File: config.mk
export PLATFORM = sky130hd
export DESIGN_NAME = block_accumulator_flat
export DESIGN_NICKNAME = d
export VERILOG_FILES = /design/src/rtl/block_accumulator_if.sv /design/src/rtl/block_accumulator.sv /design/src/flat_wrapper.sv
export SDC_FILE = /design/constraint.sdc
export NUM_CORES = 1
export LEC_CHECK = 0
export CORE_MARGIN = 2
export CORE_UTILIZATION = 55
export CTS_BUF_LIST = sky130_fd_sc_hd__clkbuf_8 sky130_fd_sc_hd__clkbuf_16
export CTS_CLUSTER_DIAMETER = 150
export DETAILED_ROUTE_END_ITERATION = 16
export PLACE_DENSITY = 0.8
export SETUP_SLACK_MARGIN = 0.3
export SYNTH_ARGS = -nofsm -noshare
export SYNTH_HDL_FRONTEND = slang
export SYNTH_SLANG_ARGS = --single-unit
File: constraint.sdc
create_clock -name clk -period 9.2 [get_ports clk]
set_clock_uncertainty 0.2 [all_clocks]
set_input_delay 0.92 -clock clk [delete_from_list [all_inputs] [get_ports clk]]
set_output_delay 0.92 -clock clk [all_outputs]
set_load 0.05 [all_outputs]
File: src/rtl/block_accumulator_if.sv
// Row-stream interface between the block multiplier, the tile accumulator and the result writer.
interface block_accumulator_if #(
  parameter int unsigned BIT_WIDTH = 16
);
  logic [4*BIT_WIDTH-1:0] row0;
  logic [4*BIT_WIDTH-1:0] row1;
  logic [4*BIT_WIDTH-1:0] row2;
  logic [4*BIT_WIDTH-1:0] row3;
  logic                   done;
  logic [4*BIT_WIDTH-1:0] out_row;
  logic [1:0]             out_idx;
  logic                   out_valid;
  logic                   out_ready;
  logic                   out_last;
  logic [3:0]             k_idx;
  logic                   busy;
  logic                   drop_err;

  modport master (
    output row0, row1, row2, row3, done, out_ready,
    input  out_row, out_idx, out_valid, out_last, k_idx, busy, drop_err
  );

  modport slave (
    input  row0, row1, row2, row3, done, out_ready,
    output out_row, out_idx, out_valid, out_last, k_idx, busy, drop_err
  );
endinterface

File: src/rtl/block_accumulator.sv
// Sums NUM_K 4x4 partial products into one tile, then streams the tile out one row per cycle.
module block_accumulator #(
  parameter int unsigned BIT_WIDTH  = 16,
  parameter int unsigned FRAC_WIDTH = 8,
  parameter int unsigned NUM_K      = 4
) (
  input logic                clk,
  input logic                rst,
  block_accumulator_if.slave bus
);

  localparam int unsigned RowWidth = 4 * BIT_WIDTH;

  if (NUM_K == 0 || NUM_K > 16 || FRAC_WIDTH >= BIT_WIDTH) begin : gen_bad_params
    $error("block_accumulator: illegal parameter combination");
  end

  typedef enum logic {StAccum, StDrain} state_e;

  state_e              state_q, state_d;
  logic [RowWidth-1:0] acc_q [4];
  logic [RowWidth-1:0] acc_d [4];
  logic [RowWidth-1:0] rows  [4];
  logic [3:0]          k_cnt_q, k_cnt_d;
  logic [1:0]          row_cnt_q, row_cnt_d;
  logic                done_q;
  logic                drop_err_q, drop_err_d;
  logic                take;

  assign rows[0] = bus.row0;
  assign rows[1] = bus.row1;
  assign rows[2] = bus.row2;
  assign rows[3] = bus.row3;

  // A held-high done counts once.
  assign take = bus.done & ~done_q;

  // Independent per-lane adds; each lane wraps modulo 2^BIT_WIDTH with no carry between lanes.
  function automatic logic [RowWidth-1:0] lane_add(input logic [RowWidth-1:0] a,
                                                   input logic [RowWidth-1:0] b);
    logic [RowWidth-1:0] sum;
    for (int l = 0; l < 4; l++) begin
      sum[l*BIT_WIDTH +: BIT_WIDTH] = a[l*BIT_WIDTH +: BIT_WIDTH] + b[l*BIT_WIDTH +: BIT_WIDTH];
    end
    return sum;
  endfunction

  always_comb begin
    state_d    = state_q;
    acc_d      = acc_q;
    k_cnt_d    = k_cnt_q;
    row_cnt_d  = row_cnt_q;
    drop_err_d = drop_err_q;
    unique case (state_q)
      StAccum: begin
        if (take) begin
          for (int r = 0; r < 4; r++) begin
            acc_d[r] = (k_cnt_q == 4'd0) ? rows[r] : lane_add(acc_q[r], rows[r]);
          end
          if (k_cnt_q == 4'(NUM_K - 1)) begin
            k_cnt_d   = 4'd0;
            row_cnt_d = 2'd0;
            state_d   = StDrain;
          end else begin
            k_cnt_d = k_cnt_q + 4'd1;
          end
        end
      end
      StDrain: begin
        // Tile is frozen while draining; a new product here is lost.
        if (take) begin
          drop_err_d = 1'b1;
        end
        if (bus.out_ready) begin
          row_cnt_d = row_cnt_q + 2'd1;
          if (row_cnt_q == 2'd3) begin
            state_d = StAccum;
          end
        end
      end
    endcase
  end

  always_ff @(posedge clk or posedge rst) begin
    if (rst) begin
      state_q    <= StAccum;
      k_cnt_q    <= 4'd0;
      row_cnt_q  <= 2'd0;
      done_q     <= 1'b0;
      drop_err_q <= 1'b0;
      for (int r = 0; r < 4; r++) begin
        acc_q[r] <= '0;
      end
    end else begin
      state_q    <= state_d;
      k_cnt_q    <= k_cnt_d;
      row_cnt_q  <= row_cnt_d;
      done_q     <= bus.done;
      drop_err_q <= drop_err_d;
      acc_q      <= acc_d;
    end
  end

  assign bus.out_valid = (state_q == StDrain);
  assign bus.busy      = (state_q == StDrain);
  assign bus.out_row   = acc_q[row_cnt_q];
  assign bus.out_idx   = row_cnt_q;
  assign bus.out_last  = (state_q == StDrain) && (row_cnt_q == 2'd3);
  assign bus.k_idx     = k_cnt_q;
  assign bus.drop_err  = drop_err_q;

endmodule

File: src/flat_wrapper.sv
// flat-port wrapper written by rule: the top's interface ports become plain ports
module block_accumulator_flat 
#(
  parameter int unsigned BIT_WIDTH  = 16,
  parameter int unsigned FRAC_WIDTH = 8,
  parameter int unsigned NUM_K      = 4
)
  (clk, rst, bus_row0, bus_row1, bus_row2, bus_row3, bus_done, bus_out_ready, bus_out_row, bus_out_idx, bus_out_valid, bus_out_last, bus_k_idx, bus_busy, bus_drop_err);
  block_accumulator_if #(.BIT_WIDTH(BIT_WIDTH)) bus_i ();
  input logic clk;
  input logic rst;
  input wire logic [$bits(bus_i.row0)-1:0] bus_row0;
  input wire logic [$bits(bus_i.row1)-1:0] bus_row1;
  input wire logic [$bits(bus_i.row2)-1:0] bus_row2;
  input wire logic [$bits(bus_i.row3)-1:0] bus_row3;
  input wire logic [$bits(bus_i.done)-1:0] bus_done;
  input wire logic [$bits(bus_i.out_ready)-1:0] bus_out_ready;
  output wire logic [$bits(bus_i.out_row)-1:0] bus_out_row;
  output wire logic [$bits(bus_i.out_idx)-1:0] bus_out_idx;
  output wire logic [$bits(bus_i.out_valid)-1:0] bus_out_valid;
  output wire logic [$bits(bus_i.out_last)-1:0] bus_out_last;
  output wire logic [$bits(bus_i.k_idx)-1:0] bus_k_idx;
  output wire logic [$bits(bus_i.busy)-1:0] bus_busy;
  output wire logic [$bits(bus_i.drop_err)-1:0] bus_drop_err;
  assign bus_i.row0 = bus_row0;
  assign bus_i.row1 = bus_row1;
  assign bus_i.row2 = bus_row2;
  assign bus_i.row3 = bus_row3;
  assign bus_i.done = bus_done;
  assign bus_i.out_ready = bus_out_ready;
  assign bus_out_row = bus_i.out_row;
  assign bus_out_idx = bus_i.out_idx;
  assign bus_out_valid = bus_i.out_valid;
  assign bus_out_last = bus_i.out_last;
  assign bus_k_idx = bus_i.k_idx;
  assign bus_busy = bus_i.busy;
  assign bus_drop_err = bus_i.drop_err;
  block_accumulator #(.BIT_WIDTH(BIT_WIDTH), .FRAC_WIDTH(FRAC_WIDTH), .NUM_K(NUM_K)) u_core (.clk(clk), .rst(rst), .bus(bus_i));
endmodule
==> metrics <==
clk sinks=roughly 270; count of filler cells inserted in the layout=3343; final total negative setup slack=0 ns; required time worst endpoint=8.08 ns; row count=75; total overflow reported by the global router=0; GPL Wtd Cong=approximately 0.94; Arr. time, crit path=3.54 ns; CTS root buf=sky130_fd_sc_hd__clkbuf_16; count of distinct cell types in the synthesized netlist=slightly below 80; cell count after synthesis=2814; Crit Path Category=reg -> out; die outline width=211.2 µm; cell chain of the critical path=buf_4 -> mux4_2 -> clkdlybuf4s50_1; path class of the lowest-slack min-delay path=reg -> reg; headroom to the max-slew limit=0.2638; hold slack final=around 0.29 ns; Final Hold Viols=0; post-route DRC violation count=0; slowest stage cell, crit path=sky130_fd_sc_hd__buf_4; Clock Latency Late Sink=between 0.5 and 0.6 ns; number of routed nets with antenna violations=0; hold buffer count at cts=0; top flip-flop cell by instance count after synthesis=sky130_fd_sc_hd__dfrtp_1; total number of vias=23.15k; most used cells in the layout excluding fill and tap cells=sky130_fd_sc_hd__nand2_1, sky130_fd_sc_hd__clkdlybuf4s50_1, sky130_fd_sc_hd__a21oi_1; run status=completed; proportion of synthesized chip area in sequential cells=0.2807; Setup crit start kind=flip-flop; pwr dens=406.0 nW/µm²; TritonCTS clock tree=done; max-slew violations=0; boundary pin count=between 300 and 400; DP Cell Count=approximately 3.6k; number of global-route vias before repair=between 20k and 25k; post-cts resize count=0; first-pass GRT wire length=around 120000 µm; share of synthesized flip-flops with an asynchronous set or reset=1.000; number of buffers on the longest clock path=3; antenna violations before repair=13; overall die height=approximately 210 µm; half-perimeter wire length of the detailed placement result=approximately 53000 µm; VDD IR-drop max=about 0.34 mV; initial DRC count=1930; count of nets after finishing=around 3.6k; die area=between 40000 and 50000 µm²; CP endpoint kind=output pin; total length of routed wires=74210 µm; fraction of final layout cells with drive strength greater than 1=0.05136; number of violations of the max-capacitance limit=0; number of setup buffers added after CTS=0; delay of the slowest cell on the worst path=a little under 0.9 ns; number of setup violations in the final report=0; shortest clock period the worst path allows after layout=between 4 and 5 ns; clock buffer count from CTS=35; Initial Util=0.5606; drt wl/cell=~20 µm; worst-margin pin slew=approximately 1.1 ns; maximum net fanout on the critical path=48; global router's overall resource usage=0.3345; fin cells=between 3k and 4k; fmax=roughly 210 MHz; Placeable Area=~42000 µm²; mean instance size in the synthesized netlist=approximately 8.4 µm²; Port Buffer Count=333; total nets after synthesis=approximately 3.3k; unrepaired setup endpoints after global routing=false; Yosys reg bits=265; largest net degree at the start of global routing=158; area overhead of the layout relative to synthesis=20.52%; netlist area before placement=23620 µm²; H-tree depth=2; CTS clk-pin slew, worst paths=0.06 ns; most common cell after layout, fill and taps aside=sky130_fd_sc_hd__nand2_1; number of iterations in the first detailed-routing pass=9; vias per std cell=6.347; number of enable-type register cells in the synthesized netlist=0; yosys warns=0; static power due to leakage=between 10 and 15 nW; final clock period utilization by the worst path=0.5063
[cell usage after synthesis (25+ instances only)]
library cell | count | area, µm²
sky130_fd_sc_hd__a211oi_1 | 48 | 360.4
sky130_fd_sc_hd__a21o_1 | 74 | 555.5
sky130_fd_sc_hd__a21oi_1 | 309 | 1546
sky130_fd_sc_hd__a22oi_1 | 35 | 262.8
sky130_fd_sc_hd__a31oi_1 | 103 | 644.4
sky130_fd_sc_hd__and3_1 | 29 | 181.4
sky130_fd_sc_hd__clkbuf_1 | 98 | 367.9
sky130_fd_sc_hd__dfrtp_1 | 265 | 6631
sky130_fd_sc_hd__ha_1 | 243 | 3040
sky130_fd_sc_hd__inv_1 | 50 | 187.7
sky130_fd_sc_hd__mux2i_1 | 25 | 250.2
sky130_fd_sc_hd__mux4_2 | 64 | 1441
sky130_fd_sc_hd__nand2_1 | 378 | 1419
sky130_fd_sc_hd__nand3_1 | 49 | 245.2
sky130_fd_sc_hd__nor2_1 | 291 | 1092
sky130_fd_sc_hd__nor3_1 | 51 | 255.2
sky130_fd_sc_hd__o21ai_0 | 206 | 1031
sky130_fd_sc_hd__o21bai_1 | 28 | 210.2
sky130_fd_sc_hd__or3_1 | 28 | 175.2
sky130_fd_sc_hd__xnor2_1 | 114 | 998.5
sky130_fd_sc_hd__xor2_1 | 54 | 473.0
[worst max-delay path, delay by kind of cell, from the launching register on]
family | cells | cell delay (ns)
flip-flops | 1 | 0.67
multiplexers | 1 | 0.66
buffers and inverters | 2 | 1.62
[final timing paths]
kind	from	to	slack, ns	cells past startpoint
max	u_core.bus.out_idx[0]	bus_out_row[43]	4.54	3
min in group asynchronous	rst	u_core.acc_q[164]	0.76	2
max reg2reg	u_core.bus.k_idx[3]	u_core.acc_q[142]	5.77	8
min	u_core.bus.drop_err	u_core.bus.drop_err	0.29	1
max in group asynchronous	rst	u_core.bus.out_idx[1]	6.60	3
min reg2reg	u_core.bus.drop_err	u_core.bus.drop_err	0.29	1
[area by class of cell]
type,instances,area (µm²),area share
multi-input combinational,2374,16350,0.5743
inverter,50,195.2,0.006856
sequential,265,6639,0.2332
clock buffer,46,1050,0.03687
clock inverter,14,55.05,0.001934
tap,539,674.4,0.02369
antenna,12,30.03,0.001055
timing repair buffer,347,3476,0.1221
[per-stage QoR]
stage | total power, mW | utilization | setup slack, ns | cell area [µm²]
after floorplan | 8.128 | - | 0.7831 | 23620
after global placement | 9.816 | 0.6487 | 5.000 | 27330
after detailed placement | 10.09 | 0.6487 | 4.938 | 27330
after CTS | 11.49 | 0.6750 | 4.478 | 28440
after global routing | 12.46 | 0.6752 | 4.373 | 28450
final | 11.56 | 0.6757 | 4.542 | 28470
[cell families after synthesis]
| family | count (synthesis) | share of synthesized area |
|---|---|---|
| flip-flops | 265 | 0.2807 |
| multiplexers | 95 | 0.07447 |
| AND/OR/NAND/NOR | 903 | 0.1648 |
| XOR/XNOR | 168 | 0.06229 |
| AO/OA/AOI/OAI | 949 | 0.2472 |
| buffers and inverters | 175 | 0.02818 |
| adder cells (fa/ha/maj) | 259 | 0.1423 |
[per-layer routing]
layer	up-vias	track usage	wire [µm]
met5	-	0	79
met4	10	0.1387	2865
met3	175	0.06423	6235
met2	954	0.5378	34090
met1	11090	0.4431	30950
li1	10910	-	-
[state kept, by name, indices dropped and copies added, names as in the netlist]
name	count
u_core.acc_q	256
u_core.bus.k_idx	4
u_core.done_q	1
u_core.bus.drop_err	1
u_core.bus.out_idx	2
u_core.bus.busy	1
[where the power goes]
group          total (mW)  switching (mW)  internal (mW)
combinational        7.74            4.48           3.26
sequential           2.47           0.748           1.72
clock                1.34           0.551          0.793
total                11.6            5.78           5.78
(Power assumes the default switching activity.)
